$ cat config.mk
export PLATFORM = sky130hd
export DESIGN_NAME = qspi_flash_reader_p
export DESIGN_NICKNAME = d
export VERILOG_FILES = /design/src/rtl/qspi_flash_reader_p.sv
export SDC_FILE = /design/constraint.sdc
export NUM_CORES = 1
export LEC_CHECK = 0
export ABC_CLOCK_PERIOD_IN_PS = 11850
export CAP_MARGIN = 15
export CORE_ASPECT_RATIO = 0.8
export CORE_MARGIN = 5
export CORE_UTILIZATION = 42
export DETAILED_ROUTE_END_ITERATION = 7
export HOLD_SLACK_MARGIN = 0.02
export PLACE_DENSITY = 0.66
export SLEW_MARGIN = 20
export SYNTH_ARGS = -nofsm -noshare
export SYNTH_HDL_FRONTEND = slang
export SYNTH_SLANG_ARGS = --single-unit
$ cat constraint.sdc
create_clock -name clk -period 11.85 [get_ports clk]
set_input_delay 1.185 -clock clk [delete_from_list [all_inputs] [get_ports clk]]
set_output_delay 1.185 -clock clk [all_outputs]
set_load 0.03 [all_outputs]
$ cat src/rtl/qspi_flash_reader_p.sv
// Quad I/O (0xEB) flash line reader with optional continuous-read (XIP) mode.
// Fetches one LINE_BYTES cache line per accepted request and holds it until the next done.
module qspi_flash_reader_p #(
    parameter int LINE_BYTES   = 16,
    parameter int DUMMY_CYCLES = 4,
    parameter int CLK_DIV      = 1,
    parameter int CE_HIGH      = 2
) (
    input  logic                    clk,
    input  logic                    rst,
    input  logic                    rd,
    input  logic [23:0]             addr,
    input  logic                    xip_en,
    output logic                    busy,
    output logic                    done,
    output logic [8*LINE_BYTES-1:0] line,
    output logic                    cont_active,
    output logic                    sck,
    output logic                    ce_n,
    input  logic [3:0]              din,
    output logic [3:0]              dout,
    output logic                    douten
);

    localparam int OFF_W      = $clog2(LINE_BYTES);
    localparam int DATA_START = 16 + DUMMY_CYCLES;
    localparam int END_IDX    = DATA_START + 2 * LINE_BYTES;
    localparam int IDX_W      = $clog2(END_IDX + 1);
    localparam int DIV_W      = (CLK_DIV > 1) ? $clog2(CLK_DIV) : 1;
    localparam int GAP_W      = (CE_HIGH > 1) ? $clog2(CE_HIGH) : 1;

    localparam logic [7:0]       CMD        = 8'hEB;
    localparam logic [IDX_W-1:0] LAST_IDX   = IDX_W'(END_IDX - 1);
    localparam logic [IDX_W-1:0] DATA_IDX   = IDX_W'(DATA_START);
    localparam logic [IDX_W-1:0] CONT_START = IDX_W'(8);
    localparam logic [DIV_W-1:0] DIV_MAX    = DIV_W'(CLK_DIV - 1);
    localparam logic [GAP_W-1:0] GAP_MAX    = GAP_W'(CE_HIGH - 1);

    typedef enum logic [1:0] {IDLE, XFER, GAP} state_t;

    state_t                  state, state_next;
    logic [IDX_W-1:0]        idx;
    logic [IDX_W-1:0]        start_idx;
    logic [DIV_W-1:0]        div_cnt;
    logic [GAP_W-1:0]        gap_cnt;
    logic [23:0]             addr_l;
    logic [23:0]             addr_aligned;
    logic                    xip_l;
    logic [8*LINE_BYTES-1:0] line_buf;
    logic [8*LINE_BYTES-1:0] line_swapped;
    logic                    accept, tick, rise, fall, last, data_cyc;
    logic                    addr_unused;

    // idx walks one unified phase list; continuous mode simply starts it past the command byte.
    function automatic logic [4:0] pad_drive(input logic [IDX_W-1:0] i,
                                             input logic [23:0] a, input logic x);
        int          n;
        logic [2:0]  bsel;
        logic [23:0] sh;
        n    = int'(i);
        bsel = 3'(7 - n);
        sh   = a >> (4 * (13 - n));
        if (n < 8)  return {4'b1110, CMD[bsel]};
        if (n < 14) return {1'b1, sh[3:0]};
        if (n < 16) return {1'b1, x ? ((n == 14) ? 4'hA : 4'h0) : 4'hF};
        return 5'b0_0000;
    endfunction

    assign addr_unused  = ^addr[OFF_W-1:0];
    assign addr_aligned = {addr[23:OFF_W], OFF_W'(0)};
    assign start_idx    = cont_active ? CONT_START : '0;
    assign accept       = (state == IDLE) && rd && !rst;
    assign tick         = (state == XFER) && (div_cnt == DIV_MAX);
    assign rise         = tick && !sck;
    assign fall         = tick && sck;
    assign last         = fall && (idx == LAST_IDX);
    assign data_cyc     = (idx >= DATA_IDX);
    assign busy         = (state != IDLE);

    // Nibbles are shifted in low-nibble-first per byte; swap back to high-nibble-first.
    always_comb begin
        line_swapped = '0;
        for (int i = 0; i < LINE_BYTES; i++)
            line_swapped[8*i +: 8] = {line_buf[8*i +: 4], line_buf[8*i+4 +: 4]};
    end

    always_ff @(posedge clk) begin
        if (rst) state <= IDLE;
        else     state <= state_next;
    end

    always_comb begin
        state_next = state;
        case (state)
            IDLE:    if (accept) state_next = XFER;
            XFER:    if (last) state_next = GAP;
            GAP:     if (gap_cnt == GAP_MAX) state_next = IDLE;
            default: state_next = IDLE;
        endcase
    end

    always_ff @(posedge clk) begin
        if (rst) begin
            sck         <= 1'b0;
            ce_n        <= 1'b1;
            done        <= 1'b0;
            cont_active <= 1'b0;
            douten      <= 1'b1;
            dout        <= 4'b1100;
            div_cnt     <= '0;
            idx         <= '0;
            gap_cnt     <= '0;
        end else begin
            done <= 1'b0;
            if (accept) begin
                ce_n             <= 1'b0;
                sck              <= 1'b0;
                div_cnt          <= '0;
                idx              <= start_idx;
                {douten, dout}   <= pad_drive(start_idx, addr_aligned, xip_en);
            end else if (state == XFER) begin
                div_cnt <= tick ? '0 : div_cnt + 1'b1;
                if (rise) sck <= 1'b1;
                if (fall) begin
                    sck <= 1'b0;
                    if (last) begin
                        ce_n           <= 1'b1;
                        done           <= 1'b1;
                        cont_active    <= xip_l;
                        {douten, dout} <= 5'b1_1100;
                        gap_cnt        <= '0;
                    end else begin
                        idx            <= idx + 1'b1;
                        {douten, dout} <= pad_drive(idx + 1'b1, addr_l, xip_l);
                    end
                end
            end else if (state == GAP) begin
                gap_cnt <= gap_cnt + 1'b1;
            end
        end
    end

    // Data path: latched request, capture buffer and the visible line.
    always_ff @(posedge clk) begin
        if (accept) begin
            addr_l <= addr_aligned;
            xip_l  <= xip_en;
        end
        if (rise && data_cyc) line_buf <= {din, line_buf[8*LINE_BYTES-1:4]};
        if (last && !rst) line <= line_swapped;
    end

endmodule

==> key figures, run 1 <==
Worst setup path
  – Maximum fanout encountered on the critical timing path: 69
  – Reg2reg end: line[15]
  – Cell chain of the critical path: ha_1 -> inv_1 -> or3b_2 -> nor2_4 -> buf_4 -> buf_4
  – Slowest stage cell, crit path: buf_4
  – Cell family with the largest share of critical-path delay: buffers and inverters
  – Crit path top cell by count: buf_4
  – Critical Path AT: 3.99 ns
  – Critical Path Stages: 6
  – Slowest Stage Delay on Critical Path: 0.80 ns
  – Worst reg2reg path depth: 6
  – Startpoint types: register
  – Capturing element type of the critical path: register
  – Reg-to-reg setup timing slack: 8.00 ns
  – End point of the critical path: line[15]
  – Critical register-to-register path startpoint: idx[0]
  – Critical setup path kind: register to register
  – Required time at the worst-slack endpoint: 11.99 ns
  – Worst setup path start: idx[0]
  – Worst path buffer plus inverter count: 3

Yosys
  – Most used DFF post-synth: edfxtp_1
  – Seq/Total Area, Yosys: 0.895
  – Flop and latch count out of synthesis: between 200 and 300
  – Number of enable-type register cells in the synthesized netlist: 277
  – Async set-reset flop share out of synthesis: 0
  – Post-synthesis cell type count: 51
  – Post-synthesis average cell area: 21.5 µm²
  – Gate Count Post-Synth: around 450
  – Yosys warning count: 0
  – Netlist area before placement: 9720 µm²
  – Nets in the synthesized netlist: 491

Run
  – Max-capacitance violation count: 0

Power
  – Internal power component: between 0.0015 and 0.002 W
  – Clk network pwr share: 0.435
  – Reported net switching power: approximately 0.00038 W
  – Max IR drop VDD: between 0.09 and 0.1 mV
  – Total power consumption of the routed design: 0.00206 W
  – Portion of total power attributed to sequential cells: 0.550
  – Switching power as a share of total power: 0.186
  – Reported leakage power: 4.12 nW
  – Pwr Density: 162 nW/µm²
  – Proportion of power drawn by combinational gates: 0.015

Die
  – Initial standard-cell utilization of the core: 0.430
  – Number of ports placed on the die boundary: between 150 and 200
  – Cell row count: between 40 and 50
  – DIE AREA: approximately 26000 µm²
  – Height of the die: ~150 µm
  – Core area: around 23000 µm²
  – Die width: approximately 180 µm

Layout
  – Number of fillers in the final layout: 1715
  – Sequential Area: 8700 µm²
  – Area taken by multi-input logic gates: 951 µm²
  – Diode insertion count for antenna repair: 0
  – Fraction of final layout cells sized beyond drive strength 1: 0.0958
  – Final nets: 684
  – Area growth from synthesis to final layout: 30.9%

Clock tree
  – Total clock sinks: 296
  – Count of cells resized by post-cts repair: 0
  – CTS Root Cell: clkbuf_16
  – TritonCTS clock tree: yes
  – Number of buffers inserted by hold repair at cts: 0
  – CTS clock-pin slew for the worst setup and hold paths: 0.06 ns
  – Clk Latency, worst-skew pair: approximately 0.52 ns
  – Maximum count of clock buffers along a single path: 3
  – Number of buffers inserted by post-CTS setup repair: 0
  – Maximum level of the CTS H-tree: 1
  – Inserted Clock Buffers: 29

Route
  – Count of antenna-violating nets left after detailed routing: 0
  – DRC: 0
  – Pre-antenna DRT Iters: 4
  – Ratio of routed vias to standard cells: 4.82
  – Routed wire per std cell: 18.1 µm
  – DRT iter0 DRCs: about 330
  – Total number of vias: 4692
  – Drt total wl: 17.7 mm

STA
  – Setup TNS Final: 0 ns
  – Worst Hold Slack: between 0.4 and 0.5 ns
  – Setup slack of the critical path after layout: 8.00 ns
  – Slew margin rel.: 0.315
  – Final number of hold-violating endpoints: 0
  – Final period demand of the worst path: a little under 4 ns
  – Fraction of the cycle the final worst path needs: 0.325
  – Number of max-slew violations in the final report: 0
  – Worst clock skew on the final layout: 0.00770 ns
  – Max Fclk: 260 MHz
  – RSZ-0062 raised after global routing: false
  – Tightest Pin Transition: 1.03 ns
  – Setup-failing EPs final: 0

Global routing
  – First-pass GRT wire length: ~28 mm
  – Number of global-route vias before repair: 4873
  – Global routing usage summed across all routing layers: 0.129
  – Overflow after GRT: 0
  – Antenna violations before repair: 0
  – Maximum number of pins on one net before global-route repair: 92

Worst hold path
  – Worst min-delay path class: register to register

Placed design
  – Port buffer count: 165
  – Worst-case setup slack after placement: 7.63 ns
  – Routability cong.: around 0.84
  – Detailed placement HPWL: 11.3 mm

Status
  – Outcome: completed
==> state kept, by name (all words and copies together), names as in the netlist, 2 cells and up <==
signal,cells
addr_l,20
idx,6
line,128
state,2
dout,4
line_buf,128
==> worst reg2reg max path, stage by stage, from the launching register on <==
cell and delay (ns):
dfxtp_1 0.68, ha_1 0.44, inv_1 0.10, or3b_2 0.60, nor2_4 0.11, buf_4 0.62
buf_4 0.87
==> cells in the final DEF (no fill, tap or decap), types with 2 or more instances in the layout <==
cell | Yosys | routed
or2_2 | 4 | 4
inv_1 | 11 | 11
ha_1 | 6 | 6
nand2_1 | 14 | 14
o2bb2ai_1 | 2 | 2
o21ai_0 | 5 | 5
clkinv_2 | 0 | 7
clkinv_1 | 0 | 7
or3_1 | 2 | 2
a311oi_1 | 2 | 2
edfxtp_1 | 277 | 277
o22ai_1 | 3 | 3
mux2i_1 | 11 | 11
clkdlybuf4s50_1 | 0 | 165
nor3b_1 | 2 | 2
nor2_1 | 22 | 21
a31oi_1 | 6 | 6
nor3_1 | 5 | 5
xor2_1 | 2 | 2
or3b_1 | 3 | 3
clkbuf_16 | 0 | 29
dfxtp_1 | 19 | 19
bufinv_16 | 0 | 4
and3_1 | 3 | 3
and3_4 | 2 | 2
mux2_2 | 2 | 2
buf_4 | 2 | 4
nand2b_1 | 3 | 3
clkinvlp_4 | 0 | 3
a21oi_1 | 13 | 13
o32a_1 | 2 | 2
nand3b_1 | 2 | 2
==> area by class of cell <==
| cell class | instances | area share |
|---|---|---|
| clock buffer | 30 | 0.0574 |
| clock inverter | 23 | 0.0174 |
| inverter | 11 | 0.00325 |
| multi-input combinational | 138 | 0.0748 |
| sequential | 296 | 0.684 |
| tap | 306 | 0.0301 |
| timing repair buffer | 170 | 0.133 |
==> power by group through the flow <==
stage | Clock, W | Combinational (W) | Sequential, W
2_1_floorplan | 0 | 0.0000147 | 0.00116
3_3_place_gp | 0 | 0.0000303 | 0.00116
3_5_place_dp | 0 | 0.0000307 | 0.00116
4_1_cts | 0.000926 | 0.0000311 | 0.00113
5_1_grt | 0.000969 | 0.0000336 | 0.00113
6_report | 0.000899 | 0.0000309 | 0.00113
==> kinds of logic after synthesis <==
logic type               after synthesis  share of synthesized area
flip-flops                           296                      0.895
AND/OR/NAND/NOR                       71                     0.0399
AO/OA/AOI/OAI                         45                     0.0318
buffers and inverters                 19                    0.00914
multiplexers                          13                     0.0136
adder cells (fa/ha/maj)                6                    0.00772
XOR/XNOR                               3                    0.00270
==> synthesized netlist by cell type, types with 2 or more instances <==
library cell  number  area share
a211oi_1           2      0.0015
a21oi_1           13      0.0067
a311oi_1           2      0.0018
a31oi_1            6      0.0039
and3_1             3      0.0019
and3_4             2      0.0023
buf_2              2      0.0010
buf_4              2      0.0015
clkbuf_1           2     0.00077
dfxtp_1           19       0.039
edfxtp_1         277        0.86
ha_1               6      0.0077
inv_1             11      0.0042
mux2_2             2      0.0023
mux2i_1           11       0.011
nand2_1           14      0.0054
nand2b_1           3      0.0019
nand3b_1           2      0.0015
nor2_1            22      0.0085
nor3_1             5      0.0026
nor3b_1            2      0.0015
o21ai_0            5      0.0026
o22ai_1            3      0.0019
o2bb2ai_1          2      0.0018
o32a_1             2      0.0021
or2_2              4      0.0026
or3_1              2      0.0013
or3b_1             3      0.0027
xor2_1             2      0.0018
==> metrics by stage <==
stage / utilization / cells / instance area [µm²]
final: 0.562 / 974 / 12700
after global placement: 0.520 / 921 / 11800
after CTS: 0.562 / 974 / 12700
after global routing: 0.562 / 974 / 12700
after floorplan: - / 453 / 9720
after detailed placement: 0.520 / 921 / 11800
==> layer usage <==
layer  share of wire  track usage  up-vias
li1                -            -     2162
met1            0.42        0.170     2330
met2            0.46        0.200      171
met3            0.10       0.0592       29
met4           0.021       0.0283        0
met5               0            0        -
==> worst min-delay path by stage <==
stage | to | start | cells past startpoint | slack [ns]
detailed placement | line[6] | line_buf[2] | 0 | 0.41
CTS | line[6] | line_buf[2] | 0 | 0.42
global placement | line[4] | line_buf[0] | 0 | 0.40
global route | line[6] | line_buf[2] | 0 | 0.42
finish | line[6] | line_buf[2] | 0 | 0.42
floorplan | line[4] | line_buf[0] | 0 | 0.40
Note: power is estimated with default switching activity, not from simulation.
==> inputs of run 2 (changes only) <==
ABC_CLOCK_PERIOD_IN_PS = 3400   (was 11850)
PLACE_DENSITY = 0.68   (was 0.66)
clock period = 3.4 ns   (was 11.85 ns; I/O delays follow)
==> run 2 against run 1 <==
Against the previous run:
- power grew to 3.4 times the previous value
- sequential cell count unchanged
- final area rose by 0.14%
- die area unchanged
- via count shrank 0.87%
==> key figures, run 2 (synthesis results as in run 1) <==
STA
  – Number of max-slew violations in the final report: 0
  – Max Fclk: 353 MHz
  – Tightest Pin Transition: 0.551 ns
  – Worst clock skew on the final layout: 0.0142 ns
  – Setup-failing EPs final: 0
  – RSZ-0062 raised after global routing: false
  – Slew margin rel.: 0.623
  – Final period demand of the worst path: 2.83 ns
  – Final number of hold-violating endpoints: 0
  – Setup TNS Final: 0 ns
  – Fraction of the cycle the final worst path needs: 0.832

Worst setup path
  – Worst setup path start: idx[0]
  – Critical register-to-register path startpoint: idx[0]
  – Capturing element type of the critical path: register
  – Cell chain of the critical path: ha_1 -> xor2_1 -> buf_4 -> ha_1 -> or2_2 -> o22ai_1 -> a31oi_1 -> o21a_1 -> o32ai_2
  – Slowest stage cell, crit path: dfxtp_1
  – Worst reg2reg path depth: 9
  – Reg2reg end: dout[0]
  – Reg-to-reg setup timing slack: 0.57 ns
  – Cell family with the largest share of critical-path delay: adder cells
  – Critical setup path kind: register to register
  – Slowest Stage Delay on Critical Path: 0.64 ns
  – Critical Path AT: 3.27 ns
  – Crit path top cell by count: ha_1
  – Worst path buffer plus inverter count: 1
  – Required time at the worst-slack endpoint: between 3 and 4 ns
  – Startpoint types: register
  – Maximum fanout encountered on the critical timing path: 13

Die
  – Core area: 22600 µm²
  – DIE AREA: 26300 µm²
  – Cell row count: 49
  – Die width: 180 µm
  – Number of ports placed on the die boundary: 170
  – Height of the die: 146 µm
  – Initial standard-cell utilization of the core: 0.430

Route
  – Routed wire per std cell: between 15 and 20 µm
  – Pre-antenna DRT Iters: 5
  – DRC: 0
  – Ratio of routed vias to standard cells: 4.77
  – DRT iter0 DRCs: 374
  – Total number of vias: about 4700
  – Drt total wl: around 18 mm
  – Count of antenna-violating nets left after detailed routing: 0

Global routing
  – Overflow after GRT: 0
  – First-pass GRT wire length: 27.6 mm
  – Number of global-route vias before repair: 4868
  – Antenna violations before repair: 0
  – Global routing usage summed across all routing layers: 0.130
  – Maximum number of pins on one net before global-route repair: 81

Worst hold path
  – Worst hold path cell count: 1
  – Destination of the worst hold path: addr_l[4]
  – Startpoint of the lowest-slack hold path: addr[4]
  – Worst min-delay path class: primary input to register

Layout
  – Most frequent standard cell in the layout excluding fill and tap cells: edfxtp_1
  – Diode insertion count for antenna repair: 0
  – Most used cells in the layout excluding fill and tap cells: edfxtp_1 (277), clkdlybuf4s50_1 (165), clkbuf_16 (29)
  – Layout Utilization: 0.563
  – Top Registers: line: 128 flops, line_buf: 128 flops, addr_l: 20 flops
  – Final nets: approximately 690
  – Fraction of final layout cells sized beyond drive strength 1: 0.0972
  – Area growth from synthesis to final layout: 31.0%
  – Post-route standard cell area excluding fillers: 12700 µm²

Clock tree
  – Number of buffers inserted by hold repair at cts: 0
  – Number of buffers inserted by post-CTS setup repair: 0
  – CTS Root Cell: clkbuf_16
  – CTS clock-pin slew for the worst setup and hold paths: 0.06 ns
  – Clk Latency, worst-skew pair: 0.53 ns
  – TritonCTS clock tree: yes
  – Maximum level of the CTS H-tree: 1
  – Total clock sinks: 296
  – Inserted Clock Buffers: 28
  – Maximum count of clock buffers along a single path: 3
  – Count of cells resized by post-cts repair: 0

Placed design
  – Placed standard-cell area: 11900 µm²
  – Detailed placement HPWL: 11.7 mm
  – Routability cong.: slightly above 0.8
  – Port buffer count: between 150 and 200

Power
  – Reported leakage power: 4.11 nW
  – Total power consumption of the routed design: 0.00701 W
  – Pwr Density: about 550 nW/µm²
  – Max IR drop VDD: 0.403 mV

Status
  – Outcome: completed

Run
  – Max-capacitance violation count: 0
run 2: cell count changes in the layout (fill, tap and decap cells not counted), moves of 2 or more:
cell	previous run	this run
clkinv_2	7	4
clkbuf_1	1	6
buf_12	0	4
dfxtp_1	19	16
bufinv_16	4	2
dfxtp_2	0	3
run 2: layout make-up:
cell class	count	area (µm²)
Timing Repair Buffer	174	1770
Clock inverter	15	126
Clock buffer	35	748
Sequential cell	296	8700
Inverter	11	41.3
Multi-Input combinational cell	138	965
Fill cell	1696	9890
Tap cell	306	383
run 2: worst max path at each step:
stage / slack [ns] / cells after the start / endpoint
finish: 0.57 / 9 / dout[0]
global route: 0.39 / 9 / dout[0]
CTS: 0.57 / 9 / dout[0]
detailed placement: 0.58 / 9 / dout[0]
global placement: 0.68 / 9 / dout[0]
floorplan: -0.92 / 3 / line_buf[0]
run 2: power breakdown:
part           leakage (nW)  internal [W]  switching [W]
Clock                 0.422       0.00170        0.00124
Sequential             2.65       0.00394      0.0000120
Combinational          1.04     0.0000563      0.0000552
Total                  4.11       0.00570        0.00130
run 2: worst register-to-register path, cell delays in order, from the launching register on:
cell	delay [ns]
dfxtp_1	0.64
ha_1	0.45
xor2_1	0.20
buf_4	0.18
ha_1	0.29
or2_2	0.33
o22ai_1	0.12
a31oi_1	0.07
o21a_1	0.22
o32ai_2	0.25
run 2: per-stage QoR:
stage | hold WS (ns) | worst slack [ns] | cells
3_3_place_gp | 0.404 | 0.684 | 925
2_1_floorplan | 0.400 | -0.924 | 453
6_report | 0.372 | 0.570 | 975
5_1_grt | 0.350 | 0.385 | 975
3_5_place_dp | 0.405 | 0.581 | 925
4_1_cts | 0.339 | 0.566 | 975
run 2: routing by layer:
metal  part of all wire  vias to the layer above  global-route usage
met5                  0                        -                   0
met3               0.10                       25              0.0624
met2               0.45                      172               0.197
li1                   -                     2170                   -
met1               0.43                     2284               0.171
met4              0.021                        0              0.0329
